**src/rtl/proc_pkg.sv**
```systemverilog
// Shared pipeline types: mem-op encodings, register addresses, hazard states.
package proc_pkg;

  typedef logic [2:0] reg_addr_t;

  localparam logic [1:0] MEM_OP_NONE  = 2'b00;
  localparam logic [1:0] MEM_OP_LOAD  = 2'b01;
  localparam logic [1:0] MEM_OP_STORE = 2'b10;

  localparam reg_addr_t REG_ZERO = 3'd0;

  typedef enum logic [1:0] {
    RUN,
    LOAD_STALL,
    BR_FLUSH
  } hz_state_e;

  typedef struct packed {
    logic pc_write;
    logic pc_src;
    logic if_id_write;
    logic if_id_flush;
    logic id_ex_flush;
  } hz_ctrl_t;

  localparam hz_ctrl_t CTRL_RESET  = '{1'b0, 1'b0, 1'b0, 1'b1, 1'b1};
  localparam hz_ctrl_t CTRL_IDLE   = '{1'b1, 1'b0, 1'b1, 1'b0, 1'b0};
  localparam hz_ctrl_t CTRL_BRANCH = '{1'b1, 1'b1, 1'b1, 1'b1, 1'b1};
  localparam hz_ctrl_t CTRL_SHADOW = '{1'b1, 1'b0, 1'b1, 1'b1, 1'b1};
  localparam hz_ctrl_t CTRL_STALL  = '{1'b0, 1'b0, 1'b0, 1'b0, 1'b1};

  function automatic logic branch_taken(
    input logic beq,
    input logic bne,
    input logic zero
  );
    return (beq & zero) | (bne & ~zero);
  endfunction

endpackage

```
**src/rtl/hazard_flush_ctrl_if.sv**
```systemverilog
// Decode/execute hazard fields in, PC and IF/ID, ID/EX controls out.
// HAZARD_STATS_EN adds the stall/flush counter outputs.
interface hazard_flush_ctrl_if;
  import proc_pkg::*;

  reg_addr_t  id_rs;
  reg_addr_t  id_rt;
  logic       id_uses_rt;
  reg_addr_t  ex_rt;
  logic [1:0] ex_mem_op;
  logic       ex_beq;
  logic       ex_bne;
  logic       ex_zero;

  logic pc_write;
  logic pc_src;
  logic if_id_write;
  logic if_id_flush;
  logic id_ex_flush;

`ifdef HAZARD_STATS_EN
  logic [15:0] stall_count;
  logic [15:0] flush_count;

  modport master (
    output id_rs, id_rt, id_uses_rt, ex_rt,
    output ex_mem_op, ex_beq, ex_bne, ex_zero,
    input  pc_write, pc_src, if_id_write,
    input  if_id_flush, id_ex_flush,
    input  stall_count, flush_count
  );

  modport slave (
    input  id_rs, id_rt, id_uses_rt, ex_rt,
    input  ex_mem_op, ex_beq, ex_bne, ex_zero,
    output pc_write, pc_src, if_id_write,
    output if_id_flush, id_ex_flush,
    output stall_count, flush_count
  );
`else
  modport master (
    output id_rs, id_rt, id_uses_rt, ex_rt,
    output ex_mem_op, ex_beq, ex_bne, ex_zero,
    input  pc_write, pc_src, if_id_write,
    input  if_id_flush, id_ex_flush
  );

  modport slave (
    input  id_rs, id_rt, id_uses_rt, ex_rt,
    input  ex_mem_op, ex_beq, ex_bne, ex_zero,
    output pc_write, pc_src, if_id_write,
    output if_id_flush, id_ex_flush
  );
`endif

endinterface

```
**src/rtl/load_use_detect.sv**
```systemverilog
// Flags a decode source that matches the rt of a load sitting in execute.
module load_use_detect
  import proc_pkg::*;
(
  input  logic [1:0] ex_mem_op_i,
  input  reg_addr_t  ex_rt_i,
  input  reg_addr_t  id_rs_i,
  input  reg_addr_t  id_rt_i,
  input  logic       id_uses_rt_i,
  output logic       load_use_o
);

  logic is_load;
  logic rs_hit;
  logic rt_hit;

  assign is_load = (ex_mem_op_i == MEM_OP_LOAD)
                 && (ex_rt_i != REG_ZERO);
  assign rs_hit  = (ex_rt_i == id_rs_i);
  assign rt_hit  = id_uses_rt_i && (ex_rt_i == id_rt_i);

  assign load_use_o = is_load && (rs_hit || rt_hit);

endmodule

```
**src/rtl/hazard_flush_ctrl.sv**
```systemverilog
// Load-use stall and branch-shadow flush sequencer, updated on negedge clk.
// Define HAZARD_STATS_EN for saturating stall/flush counters.
module hazard_flush_ctrl
  import proc_pkg::*;
#(
  parameter int unsigned LOAD_STALL_CYCLES = 1,
  parameter int unsigned BRANCH_SHADOW     = 1
) (
  input  logic                clk,
  input  logic                reset,
  hazard_flush_ctrl_if.slave  hz
);

  localparam logic [2:0] LS_INIT = 3'(LOAD_STALL_CYCLES - 1);
  localparam logic [2:0] BS_INIT = 3'(BRANCH_SHADOW - 1);

  hz_state_e  state_q, state_d;
  logic [2:0] cnt_q, cnt_d;
  hz_ctrl_t   ctrl;
  logic       br_taken;
  logic       load_use;

  load_use_detect u_lud (
    .ex_mem_op_i  (hz.ex_mem_op),
    .ex_rt_i      (hz.ex_rt),
    .id_rs_i      (hz.id_rs),
    .id_rt_i      (hz.id_rt),
    .id_uses_rt_i (hz.id_uses_rt),
    .load_use_o   (load_use)
  );

  assign br_taken = branch_taken(hz.ex_beq, hz.ex_bne, hz.ex_zero);

  always_ff @(negedge clk) begin
    if (reset) begin
      state_q <= RUN;
      cnt_q   <= 3'd0;
    end else begin
      state_q <= state_d;
      cnt_q   <= cnt_d;
    end
  end

  always_comb begin
    state_d = state_q;
    cnt_d   = cnt_q;
    ctrl    = CTRL_IDLE;
    if (reset) begin
      ctrl    = CTRL_RESET;
      state_d = RUN;
      cnt_d   = 3'd0;
    end else begin
      unique case (state_q)
        RUN, LOAD_STALL: begin
          if (br_taken) begin
            ctrl = CTRL_BRANCH;
            if (BRANCH_SHADOW > 1) begin
              state_d = BR_FLUSH;
              cnt_d   = BS_INIT;
            end else begin
              state_d = RUN;
              cnt_d   = 3'd0;
            end
          end else if (state_q == LOAD_STALL) begin
            ctrl = CTRL_STALL;
            // cnt of 0 here is unreachable; fall back to RUN
            if (cnt_q <= 3'd1) begin
              state_d = RUN;
              cnt_d   = 3'd0;
            end else begin
              cnt_d = cnt_q - 3'd1;
            end
          end else if (load_use) begin
            ctrl = CTRL_STALL;
            if (LOAD_STALL_CYCLES > 1) begin
              state_d = LOAD_STALL;
              cnt_d   = LS_INIT;
            end
          end
        end
        BR_FLUSH: begin
          ctrl = CTRL_SHADOW;
          if (cnt_q <= 3'd1) begin
            state_d = RUN;
            cnt_d   = 3'd0;
          end else begin
            cnt_d = cnt_q - 3'd1;
          end
        end
        default: begin
          state_d = RUN;
          cnt_d   = 3'd0;
        end
      endcase
    end
  end

  assign hz.pc_write    = ctrl.pc_write;
  assign hz.pc_src      = ctrl.pc_src;
  assign hz.if_id_write = ctrl.if_id_write;
  assign hz.if_id_flush = ctrl.if_id_flush;
  assign hz.id_ex_flush = ctrl.id_ex_flush;

`ifdef HAZARD_STATS_EN
  logic [15:0] stall_cnt_q;
  logic [15:0] flush_cnt_q;
  logic        br_flush;

  // only branch and shadow flushes keep the PC moving
  assign br_flush = ctrl.id_ex_flush & ctrl.pc_write;

  always_ff @(negedge clk) begin
    if (reset) begin
      stall_cnt_q <= 16'd0;
      flush_cnt_q <= 16'd0;
    end else begin
      if (!ctrl.pc_write && stall_cnt_q != 16'hFFFF)
        stall_cnt_q <= stall_cnt_q + 16'd1;
      if (br_flush && flush_cnt_q != 16'hFFFF)
        flush_cnt_q <= flush_cnt_q + 16'd1;
    end
  end

  assign hz.stall_count = stall_cnt_q;
  assign hz.flush_count = flush_cnt_q;
`endif

endmodule

```
**src/flat_wrapper.sv**
```systemverilog
// flat-port wrapper written by rule: the top's interface ports become plain ports
module hazard_flush_ctrl_flat import proc_pkg::*;
#(
  parameter int unsigned LOAD_STALL_CYCLES = 1,
  parameter int unsigned BRANCH_SHADOW     = 1
)
  (clk, reset, hz_id_rs, hz_id_rt, hz_id_uses_rt, hz_ex_rt, hz_ex_mem_op, hz_ex_beq, hz_ex_bne, hz_ex_zero, hz_pc_write, hz_pc_src, hz_if_id_write, hz_if_id_flush, hz_id_ex_flush);
  hazard_flush_ctrl_if hz_i ();
  input  logic clk;
  input  logic reset;
  input wire logic [$bits(hz_i.id_rs)-1:0] hz_id_rs;
  input wire logic [$bits(hz_i.id_rt)-1:0] hz_id_rt;
  input wire logic [$bits(hz_i.id_uses_rt)-1:0] hz_id_uses_rt;
  input wire logic [$bits(hz_i.ex_rt)-1:0] hz_ex_rt;
  input wire logic [$bits(hz_i.ex_mem_op)-1:0] hz_ex_mem_op;
  input wire logic [$bits(hz_i.ex_beq)-1:0] hz_ex_beq;
  input wire logic [$bits(hz_i.ex_bne)-1:0] hz_ex_bne;
  input wire logic [$bits(hz_i.ex_zero)-1:0] hz_ex_zero;
  output wire logic [$bits(hz_i.pc_write)-1:0] hz_pc_write;
  output wire logic [$bits(hz_i.pc_src)-1:0] hz_pc_src;
  output wire logic [$bits(hz_i.if_id_write)-1:0] hz_if_id_write;
  output wire logic [$bits(hz_i.if_id_flush)-1:0] hz_if_id_flush;
  output wire logic [$bits(hz_i.id_ex_flush)-1:0] hz_id_ex_flush;
  assign hz_i.id_rs = hz_id_rs;
  assign hz_i.id_rt = hz_id_rt;
  assign hz_i.id_uses_rt = hz_id_uses_rt;
  assign hz_i.ex_rt = hz_ex_rt;
  assign hz_i.ex_mem_op = hz_ex_mem_op;
  assign hz_i.ex_beq = hz_ex_beq;
  assign hz_i.ex_bne = hz_ex_bne;
  assign hz_i.ex_zero = hz_ex_zero;
  assign hz_pc_write = hz_i.pc_write;
  assign hz_pc_src = hz_i.pc_src;
  assign hz_if_id_write = hz_i.if_id_write;
  assign hz_if_id_flush = hz_i.if_id_flush;
  assign hz_id_ex_flush = hz_i.id_ex_flush;
  hazard_flush_ctrl #(.LOAD_STALL_CYCLES(LOAD_STALL_CYCLES), .BRANCH_SHADOW(BRANCH_SHADOW)) u_core (.clk(clk), .reset(reset), .hz(hz_i));
endmodule
```
**config.mk**
```make
export PLATFORM = sky130hd
export DESIGN_NAME = hazard_flush_ctrl_flat
export DESIGN_NICKNAME = d
export VERILOG_FILES = /design/src/rtl/proc_pkg.sv /design/src/rtl/hazard_flush_ctrl_if.sv /design/src/rtl/load_use_detect.sv /design/src/rtl/hazard_flush_ctrl.sv /design/src/flat_wrapper.sv
export SDC_FILE = /design/constraint.sdc
export NUM_CORES = 1
export LEC_CHECK = 0
export BUFFER_PORTS_ARGS = -buffer_cell sky130_fd_sc_hd__buf_2
export CAP_MARGIN = 30
export CORE_MARGIN = 3
export CORE_UTILIZATION = 32
export CTS_CLUSTER_SIZE = 10
export DETAILED_ROUTE_END_ITERATION = 12
export GPL_ROUTABILITY_DRIVEN = 0
export HOLD_SLACK_MARGIN = 0.12
export PLACE_DENSITY = 0.62
export SYNTH_ARGS = -nofsm -noshare
export SYNTH_HDL_FRONTEND = slang
export SYNTH_SLANG_ARGS = --single-unit
export TNS_END_PERCENT = 5
```
**constraint.sdc**
```tcl
create_clock -name clk -period 2.5 [get_ports clk]
set_input_delay 0 -clock clk [delete_from_list [all_inputs] [get_ports clk]]
set_output_delay 0 -clock clk [all_outputs]
set_load 0.02 [all_outputs]
```
==> impl_metrics.csv, run 1 <==
group,metric,value,unit
outcome,outcome,"complete, but fails checks",
outcome,violations,"setup timing",
critical_path,worst_ep_arrival_time,2570,ps
clocking,htree_levels,1,
power,p_switching,0.0889,mW
layout,fin_util,0.544,
critical_path,crit_end,"hz_id_ex_flush",
clocking,cts_inserted_buffers,3,
power,seq_power_share,0.308,
synth,synth.distinct_cells,23,
worst_hold_path,worst_hold_path_type,"in -> out",
routing,vias,432,
critical_path,required,2500,ps
layout,n_fill_cell,111,
critical_path,cp_num_buf_inv,2,
power,switching_share,0.317,
critical_path,slowest_delay,350,ps
critical_path,cp_max_fo,4,
clocking,path_clk_slew,30,ps
critical_path,rrSetupSlack,1110,ps
floorplan,start_util,0.358,
global_route,grt_pass1_wl,1610,um
synth,syn_area,419,sq um
critical_path,end_kind,"output port",
timing,rsz0062_at_grt,"yes",
floorplan,fp.dieW,42.2,um
routing,routed_wl,883,um
power,power,0.281,mW
synth,synth-edff-count,0,
routing,dr.first_iter.drc_count,8,
floorplan,dieHeight,42.2,um
place,port_buffers,21,
timing,finalSetupViolations,3,
power,power_frac_clock,0.403,
critical_path,critPathLaunchType,"register",
layout,n_antenna_cell,0,
synth,syn-num-nets,67,
clocking,cts_hold_buf,0,
global_route,antenna_found_initial,0,
timing,slew-limit-headroom,0.740,
critical_path,reg2reg_depth,6,
timing,tightestPinTransition,386,ps
routing,wl_per_cell,9.49,um
power,ir_drop,227,uV
clocking,clockBufferDepth,2,
synth,syn_inst,48,
timing,setup_slack,-73.1,ps
layout,drive_gt1_frac,0.468,
clocking,cts-root-buf,"clkbuf_4",
routing,first_pass_iters,3,
layout,area_growth,51.9,%
synth,ys_ff_latch,5,
critical_path,crit_path_cell_trace,"inv_4 -> nand2_4 -> a21o_1 -> a221o_1 -> buf_6",
power,p_comb_frac,0.289,
critical_path,r2r-end,"u_core.cnt_q[1]",
routing,drc_errors,0,
critical_path,path_class,"reg -> out",
floorplan,die-area,1780,sq um
floorplan,rows,12,
clocking,clk-insertion-delay-late,290,ps
global_route,grt_usage,0.117,
floorplan,core_area,1170,sq um
critical_path,critPathTopFamily,"compound AO/OA/AOI/OAI gates",
routing,routed_via_density,4.65,
critical_path,timing.rr.start,"u_core.cnt_q[1]",
synth,async_flop_share,0,
timing,fin_tns_setup,-159,ps
place,dpl.hpwl,769,um
layout,regArea,105,sq um
layout,multi_input_area,313,sq um
synth,yosysSeqAreaShare,0.239,
power,power.leakage,0.314,nW
layout,nNetsFinal,99,
routing,final_antenna_net_count,0,
timing,slew_violations,0,
critical_path,cp_num_cells,5,
floorplan,io-pin-count,22,
job,maxCapViolCount,0,
synth,yosysWarnings,0,
global_route,grt_remaining_overflow,0,
power,p_int,0.192,mW
critical_path,critPathLaunch,"u_core.state_q[1]",
synth,ys.flop_type,"dfxtp_1",
clocking,cts.sinks,5,
global_route,grt_pass1_vias,449,
power,power_density,441,nW/um^2
timing,clock_skew,4.67,ps
critical_path,critPathSlowestCell,"dfxtp_4",
synth,syn_area_per_cell,8.73,sq um
global_route,grt_start_max_net_pins,7,
timing,hold_viol,0,
clocking,cts_tree,"done",
[worst min path at each step]
stage,from,to,slack (ps),cells past startpoint
floorplan,reset,hz_if_id_write,50,1
global placement,reset,hz_if_id_write,350,3
detailed placement,reset,hz_pc_write,350,3
CTS,reset,hz_pc_write,350,3
global route,reset,hz_pc_src,380,3
finish,reset,hz_pc_write,350,3
[synth_stat cells, types with 2 or more instances]
cell type / count / area (sq um)
ha_1: 2 / 25.0
nor4b_1: 3 / 26.3
inv_1: 5 / 18.8
nor3b_1: 2 / 15.0
xnor2_1: 4 / 35.0
dfxtp_1: 5 / 100
nor2_1: 5 / 18.8
xor2_1: 4 / 35.0
nor3_1: 2 / 10.0
o31ai_1: 2 / 15.0
nand2_1: 2 / 7.51
[stage by stage]
| step | setup slack (ps) | cell area [sq um] | hold WS [ps] | std cells |
|---|---|---|---|---|
| after global routing | -141 | 637 | 375 | 93 |
| final | -73.1 | 637 | 348 | 93 |
| after CTS | -106 | 631 | 350 | 93 |
| after detailed placement | 117 | 552 | 349 | 83 |
| after global placement | 132 | 552 | 348 | 83 |
| after floorplan | 12.7 | 429 | 45.7 | 48 |
[cell type report]
| type | count | share of cell area |
|---|---|---|
| Clock buffer | 3 | 0.0354 |
| Clock inverter | 6 | 0.0354 |
| Inverter | 4 | 0.0275 |
| Multi-Input combinational cell | 37 | 0.491 |
| Sequential cell | 5 | 0.165 |
| Tap cell | 14 | 0.0275 |
| Timing Repair Buffer | 24 | 0.218 |
[layout by cell type, fill, tap and decap left out, types with 2 or more instances in the layout]
cell type,synthesis,layout
xor2_1,4,4
nor4b_1,3,2
buf_4,1,5
xnor2_1,4,4
nor3_1,2,2
inv_1,5,9
nor3b_1,2,2
o31ai_1,2,2
ha_1,2,2
clkbuf_4,0,3
buf_2,0,18
dfxtp_1,5,3
nor2_1,5,5
[worst register-to-register path: cells and delay by family (launching register included)]
family / cells / cell delay (ps)
adder cells (fa/ha/maj): 1 / 170
AO/OA/AOI/OAI: 3 / 700
buffers and inverters: 1 / 60
flip-flops: 1 / 330
AND/OR/NAND/NOR: 1 / 50
[metal layers]
metal	wire (um)	global-route usage	vias to the layer above
met3	51	0.0515	0
met2	448	0.182	10
li1	-	-	235
met5	0	0	-
met4	0	0.0745	0
met1	383	0.126	187
[state kept, by name (all words and copies together), names as in the netlist]
name            cells
u_core.cnt_q        3
u_core.state_q      2
[cell families after synthesis]
group / count (synthesis) / synth area share
buffers and inverters: 6 / 0.0627
adder cells (fa/ha/maj): 2 / 0.0597
AO/OA/AOI/OAI: 9 / 0.185
AND/OR/NAND/NOR: 16 / 0.227
multiplexers: 2 / 0.0597
flip-flops: 5 / 0.239
XOR/XNOR: 8 / 0.167
[power by group through the flow]
stage,sequential [mW],combinational (mW),clock [mW]
6_report,0.0864,0.0811,0.113
3_5_place_dp,0.0884,0.0757,0.0149
4_1_cts,0.0865,0.0813,0.121
5_1_grt,0.0868,0.0906,0.137
2_1_floorplan,0.0878,0.0496,0.0149
3_3_place_gp,0.0883,0.0755,0.0149
[timing repair]
action,CTS,global route
cloned,0,0
resized for setup,7,3
setup endpoints to repair,3,3
pin swaps,1,2
setup buffers,2,0
(Power assumes the default switching activity.)
==> run 2, diff against run 1 <==
GPL_ROUTABILITY_DRIVEN = not set   (was 0)
PLACE_DENSITY = 0.64   (was 0.62)
clock period = 2.1 ns   (was 2.5 ns; I/O delays follow)
==> run 2 against run 1 <==
Against the previous run:
- the run still ends with setup timing left
- sequential power increased by 19%
- critical path depth is the same
- sequential share of layout area shrank 1.1 points
- final area up 5.9%
- hold slack improved by 1.9 ps
- sequential cell count stayed put
- clock skew increased by 5.4 ps
- die area did not move
- via count increased by 11%
- clock power rose by 28%
==> impl_metrics.csv, run 2 (synthesized netlist as in run 1, its figures left out) <==
group,metric,value,unit
global_route,grt_pass1_wl,1900,um
routing,vias,480,
global_route,grt_start_max_net_pins,8,
timing,setup_slack,-289,ps
clocking,htree_levels,1,
routing,drc_errors,0,
job,maxCapViolCount,0,
clocking,path_clk_slew,30,ps
power,ir_drop,333,uV
layout,drive_gt1_frac,0.500,
routing,routed_via_density,5.00,
layout,final_common_cell,"buf_2",
routing,wl_per_cell,11.5,um
layout,n_fill_cell,109,
routing,dr.first_iter.drc_count,6,
layout,n_antenna_cell,0,
critical_path,path_class,"reg -> out",
global_route,grt_usage,0.138,
outcome,violations,"setup timing",
worst_hold_path,worst_hold_path_type,"in -> out",
power,power.leakage,0.330,nW
layout,final_cell_mix,"buf_2, inv_1, buf_4, nor2_1",
critical_path,cp_max_fo,4,
layout,area_growth,60.9,%
floorplan,io-pin-count,22,
critical_path,critPathLaunch,"u_core.state_q[1]",
global_route,grt_pass1_vias,477,
place,pre_cts_slack,-75.8,ps
global_route,antenna_found_initial,0,
layout,multi_input_area,323,sq um
timing,fin_tns_setup,-1020,ps
floorplan,core_area,1170,sq um
layout,regArea,104,sq um
routing,final_antenna_net_count,0,
place,port_buffers,21,
critical_path,required,2100,ps
layout,instances_no_fill,96,
layout,finalInstanceArea,674,sq um
critical_path,critPathLaunchType,"register",
layout,largestRegisters,"u_core.cnt_q (3), u_core.state_q (2)",
timing,slew_violations,0,
clocking,cts-root-buf,"clkbuf_4",
clocking,cts_inserted_buffers,3,
place,dpl.hpwl,868,um
critical_path,end_kind,"output port",
timing,clock_skew,10.0,ps
critical_path,worst_ep_arrival_time,2390,ps
clocking,clockBufferDepth,2,
floorplan,fp.dieW,42.2,um
clocking,cts_tree,"done",
power,power_density,527,nW/um^2
floorplan,start_util,0.358,
routing,routed_wl,1110,um
critical_path,timing.rr.start,"u_core.cnt_q[1]",
floorplan,die-area,1780,sq um
floorplan,dieHeight,42.2,um
floorplan,rows,12,
clocking,cts.sinks,5,
place,gp_congestion,0.753,
timing,slew-limit-headroom,0.728,
timing,rsz0062_at_grt,"yes",
place,placed_area,569,sq um
timing,hold_viol,0,
place,dp.cells,85,
layout,nNetsFinal,102,
layout,largest_reg_flops,3,
timing,finalSetupViolations,5,
global_route,grt_remaining_overflow,0,
timing,tightestPinTransition,405,ps
clocking,clk-insertion-delay-late,310,ps
layout,regMostFlops,"u_core.cnt_q",
clocking,cts_hold_buf,0,
outcome,outcome,"complete, but fails checks",
routing,first_pass_iters,2,
worst_hold_path,worstHoldStart,"reset",
run 2: cell types whose count changed in the layout (fill, tap and decap cells not counted), sizes merged:
cell,delta
buf,+3
run 2: routing by layer:
metal,up-vias,wire (um),track usage
met2,12,577,0.216
met5,-,0,0
met3,2,54,0.0515
li1,242,-,-
met4,0,11,0.0807
met1,224,463,0.157
run 2: metrics by stage:
step                utilization  power, mW  hold WS (ps)
finish                    0.576      0.355           350
global route              0.576      0.389           385
CTS                       0.556      0.358           353
detailed placement        0.486      0.213           349
global placement          0.486      0.211           347
floorplan                     -      0.180          45.7
run 2: repair_timing:
item | in CTS | in global routing
pin swaps | 2 | 1
setup buffers | 2 | 1
gates resized for setup | 7 | 4
setup endpoints to repair | 5 | 5
run 2: power breakdown:
part           switching [mW]  internal (mW)  total [mW]
Clock                  0.0648         0.0801       0.145
Combinational          0.0516         0.0559       0.108
Sequential            0.00407         0.0988       0.103
Total                   0.120          0.235       0.355
run 2: worst max-delay path, stage by stage, from the launching register on:
cell and delay [ps]:
dfxtp_4 350, inv_4 60, nand2_4 50, a21o_1 180, a221o_1 270, buf_6 130
run 2: worst paths after layout:
path / endpoint / slack, ps / depth (start not counted)
min: hz_pc_write / 350 / 3
max reg2reg: u_core.cnt_q[1] / 660 / 6
min reg2reg: u_core.state_q[0] / 560 / 2
max: hz_id_ex_flush / -290 / 5
run 2: layout make-up:
| class | count | share of cell area |
|---|---|---|
| clock buffers | 3 | 0.0334 |
| clock inverters | 6 | 0.0334 |
| inverters | 4 | 0.0260 |
| multi-input cells | 37 | 0.479 |
| flip-flops and latches | 5 | 0.154 |
| well taps | 14 | 0.0260 |
| repair buffers | 27 | 0.249 |
==> run 3, diff against run 2 <==
CTS_BUF_LIST = sky130_fd_sc_hd__clkbuf_4 sky130_fd_sc_hd__clkbuf_8 sky130_fd_sc_hd__clkbuf_16   (was not set)
SKIP_LAST_GASP = 1   (was not set)
TNS_END_PERCENT = 50   (was 5)
==> run 3 against run 2 <==
Against the previous run:
- the run still ends with setup timing left
- via count grew 1.5%
- critical path depth is the same
- sequential cell count stayed put
==> impl_metrics.csv, run 3 (synthesized netlist as in run 1, its figures left out) <==
group,metric,value,unit
timing,clock_skew,9.93,ps
global_route,antenna_found_initial,0,
clocking,htree_levels,1,
layout,drive_gt1_frac,0.488,
power,power.leakage,0.329,nW
clocking,cts.sinks,5,
clocking,clockBufferDepth,2,
place,gp_congestion,0.753,
global_route,grt_remaining_overflow,0,
layout,n_antenna_cell,0,
layout,area_growth,58.5,%
critical_path,crit_path_cell_trace,"inv_4 -> nand2_4 -> a21o_1 -> a221o_1 -> buf_6",
floorplan,io-pin-count,22,
job,maxCapViolCount,0,
layout,final_cell_mix,"buf_2, inv_1, buf_4, nor2_1",
layout,final_common_cell,"buf_2",
worst_hold_path,worst_hold_path_type,"in -> out",
power,ir_drop,330,uV
timing,rsz0062_at_grt,"yes",
timing,holdWs,352,ps
power,p_switching,0.119,mW
timing,fin_tns_setup,-1050,ps
floorplan,dieHeight,42.2,um
power,power_frac_clock,0.412,
routing,vias,487,
global_route,grt_pass1_vias,477,
power,power,0.352,mW
layout,largestRegisters,"u_core.cnt_q (3), u_core.state_q (2)",
routing,drc_errors,0,
outcome,outcome,"complete, but fails checks",
critical_path,path_class,"reg -> out",
clocking,clk-insertion-delay-late,310,ps
clocking,path_clk_slew,30,ps
clocking,cts_tree,"done",
clocking,cts-root-buf,"clkbuf_4",
critical_path,critPathLaunchType,"register",
clocking,cts_hold_buf,0,
routing,first_pass_iters,4,
timing,slew-limit-headroom,0.728,
routing,routed_wl,1090,um
floorplan,fp.dieW,42.2,um
power,p_int,0.233,mW
critical_path,critPathTopFamily,"compound AO/OA/AOI/OAI gates",
global_route,grt_start_max_net_pins,8,
timing,finalSetupViolations,5,
layout,nNetsFinal,102,
timing,hold_viol,0,
floorplan,core_area,1170,sq um
floorplan,die-area,1780,sq um
place,port_buffers,21,
place,dpl.hpwl,868,um
critical_path,required,2100,ps
timing,tightestPinTransition,405,ps
routing,final_antenna_net_count,0,
routing,dr.first_iter.drc_count,7,
global_route,grt_usage,0.138,
global_route,grt_pass1_wl,1900,um
clocking,cts_inserted_buffers,3,
floorplan,rows,12,
critical_path,end_kind,"output port",
critical_path,critPathSlowestCell,"dfxtp_4",
place,dp.cells,85,
power,switching_share,0.339,
critical_path,worst_ep_arrival_time,2390,ps
power,seq_power_share,0.292,
outcome,violations,"setup timing",
critical_path,slowest_delay,350,ps
timing,setup_slack,-291,ps
power,p_comb_frac,0.296,
layout,regMostFlops,"u_core.cnt_q",
power,power_density,530,nW/um^2
routing,wl_per_cell,11.4,um
timing,slew_violations,0,
layout,n_fill_cell,110,
critical_path,cp_num_buf_inv,2,
critical_path,cp_max_fo,4,
floorplan,start_util,0.358,
routing,routed_via_density,5.07,
layout,largest_reg_flops,3,
layout,instances_no_fill,96,
run 3: cell count changes in the layout (fill, tap and decap cells not counted):
cell	before	now
buf_2	17	18
buf_6	2	1
mux2i_1	0	1
mux2i_2	1	0
run 3: what timing repair did:
action,in CTS,in global routing
gates resized for setup,6,2
hold endpoints to repair,0,0
pin swaps,2,1
setup endpoints to repair,5,5
setup buffers,2,1
run 3: per-layer routing:
metal  GRT usage  up-vias  part of all wire
met5           0        -                 0
met4      0.0807        0             0.010
met3      0.0515        2             0.069
met2       0.216       20              0.50
met1       0.157      222              0.42
li1            -      243                 -
run 3: cell type report:
| cell class | count | area, sq um | share of cell area |
|---|---|---|---|
| multi-input combinational | 37 | 319 | 0.480 |
| sequential | 5 | 104 | 0.156 |
| inverter | 4 | 17.5 | 0.0264 |
| timing repair buffer | 27 | 161 | 0.243 |
| clock buffer | 3 | 22.5 | 0.0339 |
| tap | 14 | 17.5 | 0.0264 |
| clock inverter | 6 | 22.5 | 0.0339 |
run 3: final timing paths:
path	start	end	slack, ps	depth (start not counted)
worst max register to register	u_core.cnt_q[1]	u_core.cnt_q[1]	660	6
worst max-delay path	u_core.state_q[1]	hz_id_ex_flush	-290	5
worst min register to register	u_core.cnt_q[2]	u_core.state_q[0]	550	2
worst min-delay path	reset	hz_pc_write	350	3
run 3: metrics by stage:
stage | instance area [sq um] | setup slack, ps | utilization
finish | 664 | -291 | 0.567
global route | 664 | -356 | 0.567
CTS | 648 | -308 | 0.553
detailed placement | 569 | -75.8 | 0.486
global placement | 569 | -30.5 | 0.486
floorplan | 432 | -156 | -
run 3: worst reg2reg max path, cell delays in order (launching register included):
cell      delay (ps)
dfxtp_1          340
inv_1             70
ha_1             160
o21ba_2          240
nor3b_1           50
o31a_1           330
a211oi_2         160
run 3: power by group through the flow:
stage / logic, mW / registers (mW) / clock network [mW]
5_1_grt: 0.113 / 0.103 / 0.169
2_1_floorplan: 0.0590 / 0.103 / 0.0177
4_1_cts: 0.101 / 0.103 / 0.153
3_3_place_gp: 0.0892 / 0.104 / 0.0177
3_5_place_dp: 0.0917 / 0.104 / 0.0177
6_report: 0.104 / 0.103 / 0.145
